### config.mk
export PLATFORM = sky130hd
export DESIGN_NAME = z80_int_ctrl
export DESIGN_NICKNAME = d
export VERILOG_FILES = /design/src/rtl/z80_int_ctrl.sv
export SDC_FILE = /design/constraint.sdc
export NUM_CORES = 1
export LEC_CHECK = 0
export CORE_ASPECT_RATIO = 1.4
export CORE_MARGIN = 5
export CORE_UTILIZATION = 45
export DETAILED_ROUTE_END_ITERATION = 16
export PLACE_DENSITY = 0.81
export SETUP_SLACK_MARGIN = 0.1
export SLEW_MARGIN = 20
export SYNTH_ARGS = -nofsm -noshare
export SYNTH_HDL_FRONTEND = slang
export SYNTH_SLANG_ARGS = --single-unit
### constraint.sdc
create_clock -name clk -period 4.1 [get_ports clk]
set_input_delay 0.82 -clock clk [delete_from_list [all_inputs] [get_ports clk]]
set_output_delay 0.82 -clock clk [all_outputs]
set_load 0.005 [all_outputs]
### src/rtl/z80_int_ctrl.sv
// -----------------------------------------------------------------------------
// z80_int_ctrl
//
// Purpose:
//   Interrupt controller that sits directly in front of a z80 core. It collects
//   NUM_SRC maskable peripheral requests, arbitrates them with fixed priority
//   (lowest index wins), drives the core's active-low INT_L, and answers the
//   interrupt-acknowledge cycle (M1_L and IORQ_L both low) with a mode-2
//   vector byte. Separately, it turns a rising edge on nmi_in into a clean
//   NMI_L low pulse of NMI_PULSE clock cycles.
//
// Build option:
//   Z80_INT_LEVEL_EN  defined     -> sources are level-sensitive: pending
//                                    mirrors irq_in, a grant does not clear
//                                    it, and the post-grant gap is 2 cycles.
//                     not defined -> rising edges are latched into pending and
//                                    a grant clears the granted bit (default).
//
// Parameters:
//   NUM_SRC    number of maskable sources, 1..8
//   VEC_BASE   vector base byte, low 4 bits must be zero
//   NMI_PULSE  NMI_L low time in clk cycles, >= 1
//
// Ports:
//   clk        in   system clock (same clock as the z80 core)
//   rst        in   synchronous active-high reset
//   irq_in     in   [NUM_SRC] peripheral requests
//   irq_mask   in   [NUM_SRC] 1 = masked (still recorded, never granted)
//   nmi_in     in   external non-maskable request, rising-edge sensitive
//   M1_L       in   core M1, active low
//   IORQ_L     in   core IORQ, active low
//   INT_L      out  maskable interrupt request to the core, active low
//   NMI_L      out  NMI pulse to the core, active low
//   vec_data   out  [8] vector byte for the core data bus
//   vec_oe     out  vector drive enable (mux select onto core data_in)
//   pending    out  [NUM_SRC] pending status
//   ack_idx    out  [3] index of the last granted source
// -----------------------------------------------------------------------------
module z80_int_ctrl #(
  parameter int         NUM_SRC   = 8,
  parameter logic [7:0] VEC_BASE  = 8'hE0,
  parameter int         NMI_PULSE = 4
) (
  input  logic               clk,
  input  logic               rst,
  input  logic [NUM_SRC-1:0] irq_in,
  input  logic [NUM_SRC-1:0] irq_mask,
  input  logic               nmi_in,
  input  logic               M1_L,
  input  logic               IORQ_L,
  output logic               INT_L,
  output logic               NMI_L,
  output logic [7:0]         vec_data,
  output logic               vec_oe,
  output logic [NUM_SRC-1:0] pending,
  output logic [2:0]         ack_idx
);

  localparam int NMI_W = $clog2(NMI_PULSE + 1);

  // Extra GAP cycles beyond the first one. Level mode needs one more cycle so
  // a peripheral that dropped its line after the grant is seen before the
  // next arbitration.
`ifdef Z80_INT_LEVEL_EN
  localparam logic GAP_EXTRA = 1'b1;
`else
  localparam logic GAP_EXTRA = 1'b0;
`endif

  typedef enum logic [1:0] {
    ST_IDLE,
    ST_ASSERT,
    ST_ACK,
    ST_GAP
  } state_t;

  state_t state_q, state_d;

  logic               int_l_q,    int_l_d;
  logic               vec_oe_q,   vec_oe_d;
  logic [7:0]         vec_data_q, vec_data_d;
  logic [2:0]         ack_idx_q,  ack_idx_d;
  logic               gap_left_q, gap_left_d;

  logic               intack;
  logic [NUM_SRC-1:0] pend_eff;
  logic [NUM_SRC-1:0] eligible;
  logic               req;
  logic [2:0]         win;
  logic               grant_fire;

  // Acknowledge cycle as seen by the core bus at this clock edge.
  assign intack = ~M1_L & ~IORQ_L;

  // ---------------------------------------------------------------------------
  // Pending register
  // ---------------------------------------------------------------------------
`ifdef Z80_INT_LEVEL_EN
  // Level mode: status is the live request lines; the peripheral must drop
  // its line to retire the request.
  assign pend_eff = irq_in;
`else
  logic [NUM_SRC-1:0] irq_hist_q;
  logic [NUM_SRC-1:0] pending_q, pending_d;
  logic [NUM_SRC-1:0] irq_rise;
  logic [NUM_SRC-1:0] grant_clr;

  // History loads 0 in reset, so a line already high right after reset is
  // taken as a fresh edge.
  assign irq_rise = irq_in & ~irq_hist_q;

  for (genvar gi = 0; gi < NUM_SRC; gi++) begin : g_clr
    assign grant_clr[gi] = grant_fire && (win == 3'(gi));
  end

  // A new edge beats a grant clear of the same bit, so a request arriving on
  // the acknowledge edge is not lost.
  assign pending_d = (pending_q & ~grant_clr) | irq_rise;

  always_ff @(posedge clk) begin
    if (rst) begin
      irq_hist_q <= '0;
      pending_q  <= '0;
    end else begin
      irq_hist_q <= irq_in;
      pending_q  <= pending_d;
    end
  end

  assign pend_eff = pending_q;
`endif

  assign pending = pend_eff;

  // ---------------------------------------------------------------------------
  // Arbitration: lowest unmasked pending index wins. Re-evaluated every cycle,
  // so a higher-priority source arriving while INT_L is low takes the grant.
  // ---------------------------------------------------------------------------
  assign eligible = pend_eff & ~irq_mask;
  assign req      = |eligible;

  always_comb begin
    win = 3'd0;
    for (int i = NUM_SRC - 1; i >= 0; i--) begin
      if (eligible[i]) begin
        win = 3'(i);
      end
    end
  end

  // ---------------------------------------------------------------------------
  // Maskable interrupt FSM: next-state and registered-output values
  // ---------------------------------------------------------------------------
  always_comb begin
    state_d    = state_q;
    int_l_d    = 1'b1;
    vec_oe_d   = vec_oe_q;
    vec_data_d = vec_data_q;
    ack_idx_d  = ack_idx_q;
    gap_left_d = gap_left_q;
    grant_fire = 1'b0;

    case (state_q)
      ST_IDLE: begin
        if (intack) begin
          // Acknowledge without a request outstanding: answer with 0xFF and
          // hold off raising INT_L until the core leaves the cycle.
          vec_oe_d   = 1'b1;
          vec_data_d = 8'hFF;
        end else begin
          vec_oe_d = 1'b0;
          if (req) begin
            state_d = ST_ASSERT;
            int_l_d = 1'b0;
          end
        end
      end

      ST_ASSERT: begin
        if (!req) begin
          // Request withdrawn (masked) before the core acknowledged.
          state_d = ST_IDLE;
          if (intack) begin
            vec_oe_d   = 1'b1;
            vec_data_d = 8'hFF;
          end else begin
            vec_oe_d = 1'b0;
          end
        end else if (intack) begin
          grant_fire = 1'b1;
          ack_idx_d  = win;
          vec_data_d = VEC_BASE | {4'h0, win, 1'b0};
          vec_oe_d   = 1'b1;
          state_d    = ST_ACK;
        end else begin
          int_l_d  = 1'b0;
          vec_oe_d = 1'b0;
        end
      end

      ST_ACK: begin
        if (!intack) begin
          vec_oe_d   = 1'b0;
          gap_left_d = GAP_EXTRA;
          state_d    = ST_GAP;
        end else begin
          vec_oe_d = 1'b1;
        end
      end

      ST_GAP: begin
        if (intack) begin
          vec_oe_d   = 1'b1;
          vec_data_d = 8'hFF;
        end else begin
          vec_oe_d = 1'b0;
        end
        if (gap_left_q == 1'b0) begin
          state_d = ST_IDLE;
        end else begin
          gap_left_d = 1'b0;
        end
      end

      default: begin
        state_d  = ST_IDLE;
        vec_oe_d = 1'b0;
      end
    endcase
  end

  always_ff @(posedge clk) begin
    if (rst) begin
      state_q    <= ST_IDLE;
      int_l_q    <= 1'b1;
      vec_oe_q   <= 1'b0;
      vec_data_q <= 8'h00;
      ack_idx_q  <= 3'd0;
      gap_left_q <= 1'b0;
    end else begin
      state_q    <= state_d;
      int_l_q    <= int_l_d;
      vec_oe_q   <= vec_oe_d;
      vec_data_q <= vec_data_d;
      ack_idx_q  <= ack_idx_d;
      gap_left_q <= gap_left_d;
    end
  end

  assign INT_L    = int_l_q;
  assign vec_oe   = vec_oe_q;
  assign vec_data = vec_data_q;
  assign ack_idx  = ack_idx_q;

  // ---------------------------------------------------------------------------
  // NMI pulse stretcher. An edge (re)loads the down-counter, so an edge during
  // an active pulse extends it. NMI_L is registered so the counter compare
  // cannot glitch the core's NMI input.
  // ---------------------------------------------------------------------------
  logic             nmi_hist_q;
  logic [NMI_W-1:0] nmi_cnt_q, nmi_cnt_d;
  logic             nmi_l_q;

  always_comb begin
    nmi_cnt_d = nmi_cnt_q;
    if (nmi_in && !nmi_hist_q) begin
      nmi_cnt_d = NMI_W'(NMI_PULSE);
    end else if (nmi_cnt_q != '0) begin
      nmi_cnt_d = nmi_cnt_q - NMI_W'(1);
    end
  end

  always_ff @(posedge clk) begin
    if (rst) begin
      nmi_hist_q <= 1'b0;
      nmi_cnt_q  <= '0;
      nmi_l_q    <= 1'b1;
    end else begin
      nmi_hist_q <= nmi_in;
      nmi_cnt_q  <= nmi_cnt_d;
      nmi_l_q    <= (nmi_cnt_d == '0);
    end
  end

  assign NMI_L = nmi_l_q;

endmodule

==> results of run 1 <==
-- Yosys cell counts (all sizes together) (4+ instances only) --
cell    count
nand2b     14
nor2       19
a21oi      13
inv         9
ha          6
nor2b      16
dfxtp      36
nand2       4
o21ai      11
nor3       12
or2         4
-- final timing paths --
path	end	from	cells after the start
setup / recovery	pending[5]	M1_L	6
hold reg to reg	ack_idx[1]	ack_idx[1]	2
setup reg to reg	ack_idx[1]	flop	7
hold / removal	ack_idx[1]	ack_idx[1]	2
-- worst max-delay path: cells and delay by family --
family | cells | cell delay (ps)
buffers and inverters | 1 | 500
and+or+nand+nor | 3 | 740
AOI/OAI and AO/OA | 2 | 380
-- registers in the layout, summed over array words and instances (netlist names), named ones only --
name        count
irq_hist_q      8
pending         8
vec_data        8
ack_idx         3
nmi_cnt_q       3
INT_L           1
NMI_L           1
nmi_hist_q      1
state_q         1
vec_oe          1
-- routing by layer --
layer / part of all wire, % / vias up / GRT usage [%]
li1: - / 681 / -
met1: 40 / 601 / 18.9
met2: 51 / 33 / 27.5
met3: 5.7 / 9 / 4.37
met4: 3.2 / 0 / 10.2
met5: 0 / - / 0
-- cells in the final DEF, fill, tap and decap left out, types with 2 or more instances in the layout --
cell,n
nor2b_1,14
mux2i_1,2
a221oi_2,2
o31ai_1,3
clkbuf_1,2
a21oi_1,13
clkdlybuf4s50_1,42
nor2_1,18
ha_1,6
o21ai_0,7
o21ai_1,4
nand2b_1,13
inv_1,9
or2_1,2
or2_0,2
nand2_1,4
nor3_1,11
o22ai_1,2
dfxtp_1,36
a211oi_2,2
clkbuf_8,6
-- metrics by stage --
stage                     instance area, um^2  total power [mW]  setup WS (ps)  cells
final                                    2130             0.871           1840    258
after global routing                     2130             0.914           1730    258
after CTS                                2130             0.880           1850    258
after detailed placement                 2040             0.618           1580    250
after global placement                   2040             0.613           1570    250
after floorplan                          1570             0.524           2180    171
-- power by group through the flow --
stage                     logic, mW  clock network, mW  registers [mW]
after global routing          0.235              0.274           0.405
after global placement        0.206                  0           0.408
final                         0.210              0.259           0.402
after floorplan               0.117                  0           0.408
after CTS                     0.212              0.266           0.402
after detailed placement      0.209                  0           0.409
-- area by class of cell --
type                    count  share of cell area, %
clock buffers               8                   4.24
flip-flops and latches     36                   33.9
multi-input cells         122                   37.8
repair buffers             43                   20.1
inverters                   9                   1.59
well taps                  40                   2.35
-- cell families (layout without fill, tap and decap cells) --
family | Yosys count | after routing | share of synthesized area, %
buffers and inverters | 13 | 60 | 3.10
adder cells (fa/ha/maj) | 6 | 6 | 4.77
AND/OR/NAND/NOR | 74 | 74 | 27.6
AO/OA/AOI/OAI | 39 | 39 | 16.9
XOR/XNOR | 1 | 1 | 0.557
flip-flops | 36 | 36 | 45.8
multiplexers | 2 | 2 | 1.27
==> metrics.yaml, run 1 <==
status: "complete, no violations"
rsz0062_at_grt: "false"
grt.overflow.total: 0
wl_per_cell_um: 14.3
cp-start-kind: "primary input"
hold_path_class: "flop to flop"
finalClockSkew_ps: 4.83
switching_share_pct: 27.9
postCtsHoldBufs: 0
drt_iter0_markers: 26
start_util_pct: 46.6
num_vias: 1324
io-pin-count: 43
ys_seq_elements: 36
fill_cells: 288
crit_slowest_cell: "clkdlybuf4s50_1"
core_um2: 3380
gp_congestion: 0.846
ys_warn_count: 0
grt_pass1_wl_mm: 5.98
synth.yosys.seq_area_share_pct: 45.8
multiInputGateArea_um2: 805
required_ps: 4270
crit_chain: "clkdlybuf4s50_1 -> nor2_2 -> nand2_1 -> or2_1 -> o31ai_1 -> a21oi_1"
viasPerCell: 5.13
cts_setup_buffers: 0
path_max_fanout: 6
synth_edf_count: 0
hold_ws_ps: 457
clock-root-buffer: "clkbuf_8"
async_flop_share_pct: 0
max_cap_viol_count: 0
path_clk_slew_ps: 70
insertion_delay_ps: 290
power_frac_seq_pct: 46.1
clock_path_buffers: 2
dr.pass1.iters: 4
grt_usage_pct: 16.8
ir_drop_v: 0.000255
drc_errors: 0
die_area_um2: 4800
grt_max_degree: 22
cts_tree: "yes"
cts_htree_levels: 2
synth_top_area_share_pct: 45.8
setup_viol_count_final: 0
clock_power_share_pct: 29.8
synthToLayoutAreaGrowth_pct: 35.1
synth.top_cells.by_area: "dfxtp_1 46%, nor2b_1 5.6%, nand2b_1 5.2%, ha_1 4.8%, nor2_1 4.3%"
cts_made_buffers: 5
fin_crit_ps: 2260
worst_slew_pin_slew_ps: 812
antenna_found_initial: 0
die_x_um: 60.0
final_max_slew_viol_count: 0
fin_setup_tns_ps: 0
io_buffers: 42
power.switching_mw: 0.243
fp.dieH_um: 80.0
synth_top_area_cell: "dfxtp_1"
critPathKind: "primary input to flop"
combPwrFrac_pct: 24.1
timing.reg2reg.setup_slack_ps: 2360
hold_viol_final: 0
relSlewSlack_pct: 45.7
first_global_vias: 1297
cts_sinks: 36
dp_hpwl_mm: 2.74
rows: 25
post-route-util_pct: 63.0
fmax_mhz: 442
powerDensity_nw_per_um2: 410
final-seq-area_um2: 721
antenna_left: 0
p_int_mw: 0.628
cts_resized: 0
power.leakage_nw: 0.808
synth_flop_cell: "dfxtp_1"
nNetsFinal: 244
avgSynthCellArea_um2: 9.20
cp.arrival_ps: 2430
syn_inst: 171
drt_wl_total_mm: 3.69
crit_path_end_kind: "flop"
slowest_delay_ps: 500
syn_area_um2: 1570
diodes: 0
synth.net_count: 198
fin_crit_sh_pct: 55.2
final_layout_size_suffix_gt1_share_pct: 8.72
synth.distinct_cells: 37
Note: power is estimated with default switching activity, not from simulation.
==> inputs of run 2 (changes only) <==
CORE_UTILIZATION = 42   (was 45)
PLACE_DENSITY = 0.8   (was 0.81)
clock period = 1.8 ns   (was 4.1 ns; I/O delays follow)
==> run 2 against run 1 <==
Effect of this change:
- cell count grew 7.4%
- clock skew is essentially flat
- clock-buffer cell count shrank 1
- largest cell class unchanged
- largest power group unchanged
==> metrics.yaml, run 2 (synthesis results as in run 1) <==
status: "complete, no violations"
critPathKind: "primary input to flop"
slowest_delay_ps: 460
combPwrFrac_pct: 24.7
drc_errors: 0
cts_tree: "yes"
crit_chain: "clkdlybuf4s50_1 -> nand2b_4 -> buf_4 -> o2111ai_4 -> or2_1 -> and3_4 -> a211oi_2"
gp_congestion: 0.853
post-route-util_pct: 65.4
fin_cells: 277
rsz0062_at_grt: "true"
viasPerCell: 4.95
clock_path_buffers: 2
io_buffers: 42
setup_slack_ps: 125
drt_iter0_markers: 21
nNetsFinal: 261
p_int_mw: 1.66
ir_drop_v: 0.000751
hold_path_class: "flop to flop"
crit_slowest_cell: "clkdlybuf4s50_1"
fin_crit_ps: 1680
finalPower_mw: 2.23
placed_cell_area_um2: 2140
numPlacedInstances: 266
antenna_left: 0
path_max_fanout: 5
mostFrequentLayoutCell: "clkdlybuf4s50_1"
required_ps: 2010
cp-start-kind: "primary input"
postCtsHoldBufs: 0
synthToLayoutAreaGrowth_pct: 51.3
num_vias: 1370
worst_slew_pin_slew_ps: 440
switching_share_pct: 25.4
layout_common_cells: "40 x clkdlybuf4s50_1, 36 x dfxtp_1, 18 x nor2_1, 18 x buf_4, 14 x nor2b_1"
path_clk_slew_ps: 70
powerDensity_nw_per_um2: 935
power.switching_mw: 0.565
die_area_um2: 5090
grt_pass1_wl_mm: 5.93
rows: 26
fmax_mhz: 597
fin_setup_tns_ps: 0
clock-root-buffer: "clkbuf_8"
dr.pass1.iters: 4
cts_htree_levels: 2
place_worst_setup_slack_ps: -208
design_area_um2: 2380
fin_crit_sh_pct: 93.1
hold_viol_final: 0
power.leakage_nw: 0.962
grt_max_degree: 14
antenna_found_initial: 0
finalClockSkew_ps: 4.58
final_max_slew_viol_count: 0
drt_wl_total_mm: 3.66
wl_per_cell_um: 13.2
max_cap_viol_count: 0
crit_path_end_kind: "flop"
cp.arrival_ps: 1890
hold_ws_ps: 464
fp.dieH_um: 82.4
insertion_delay_ps: 290
diodes: 0
dp_hpwl_mm: 2.77
core_um2: 3640
setup_viol_count_final: 0
fill_cells: 301
start_util_pct: 43.2
cts_sinks: 36
clock_power_share_pct: 34.1
first_global_vias: 1389
final_layout_size_suffix_gt1_share_pct: 22.1
die_x_um: 61.7
grt.overflow.total: 0
cts_made_buffers: 5
power_frac_seq_pct: 41.2
io-pin-count: 43
relSlewSlack_pct: 70.6
grt_usage_pct: 15.7
run 2: layout make-up:
cell class | count | area (um^2) | share of cell area, %
inverter | 9 | 33.8 | 1.42
clock inverter | 1 | 30.0 | 1.26
clock buffer | 7 | 96.3 | 4.05
timing repair buffer | 60 | 561 | 23.5
multi-input combinational | 122 | 887 | 37.3
sequential | 36 | 721 | 30.3
tap | 42 | 52.6 | 2.21
run 2: routing by layer:
metal / track usage, % / part of all wire (%)
met4: 7.64 / 2.4
met5: 0 / 0
met2: 26.6 / 51
met1: 17.3 / 42
met3: 4.67 / 4.3
run 2: power by group through the flow:
stage | registers (mW) | logic [mW] | clock network [mW]
3_3_place_gp | 0.928 | 0.501 | 0
6_report | 0.918 | 0.549 | 0.759
3_5_place_dp | 0.930 | 0.509 | 0
5_1_grt | 0.925 | 0.604 | 0.815
2_1_floorplan | 0.929 | 0.265 | 0
4_1_cts | 0.913 | 0.520 | 0.773
run 2: repair_timing:
| action | CTS | global route |
|---|---|---|
| setup endpoints to repair | 2 | 15 |
| buffers inserted | 0 | 3 |
| pin swaps | 0 | 7 |
| resized for setup | 2 | 16 |
run 2: path summary, 6_finish.rpt:
check	start	endpoint	slack, ps	depth (start not counted)
max	irq_mask[7]	vec_data[1]	120	7
min	ack_idx[1]	ack_idx[1]	460	2
max reg2reg	pending[2]	pending[4]	240	5
min reg2reg	ack_idx[1]	ack_idx[1]	460	2
run 2: critical path, delay by kind of cell:
family | cells | cell delay (ps)
simple gates | 3 | 620
compound gates | 2 | 330
buf+inv | 2 | 580
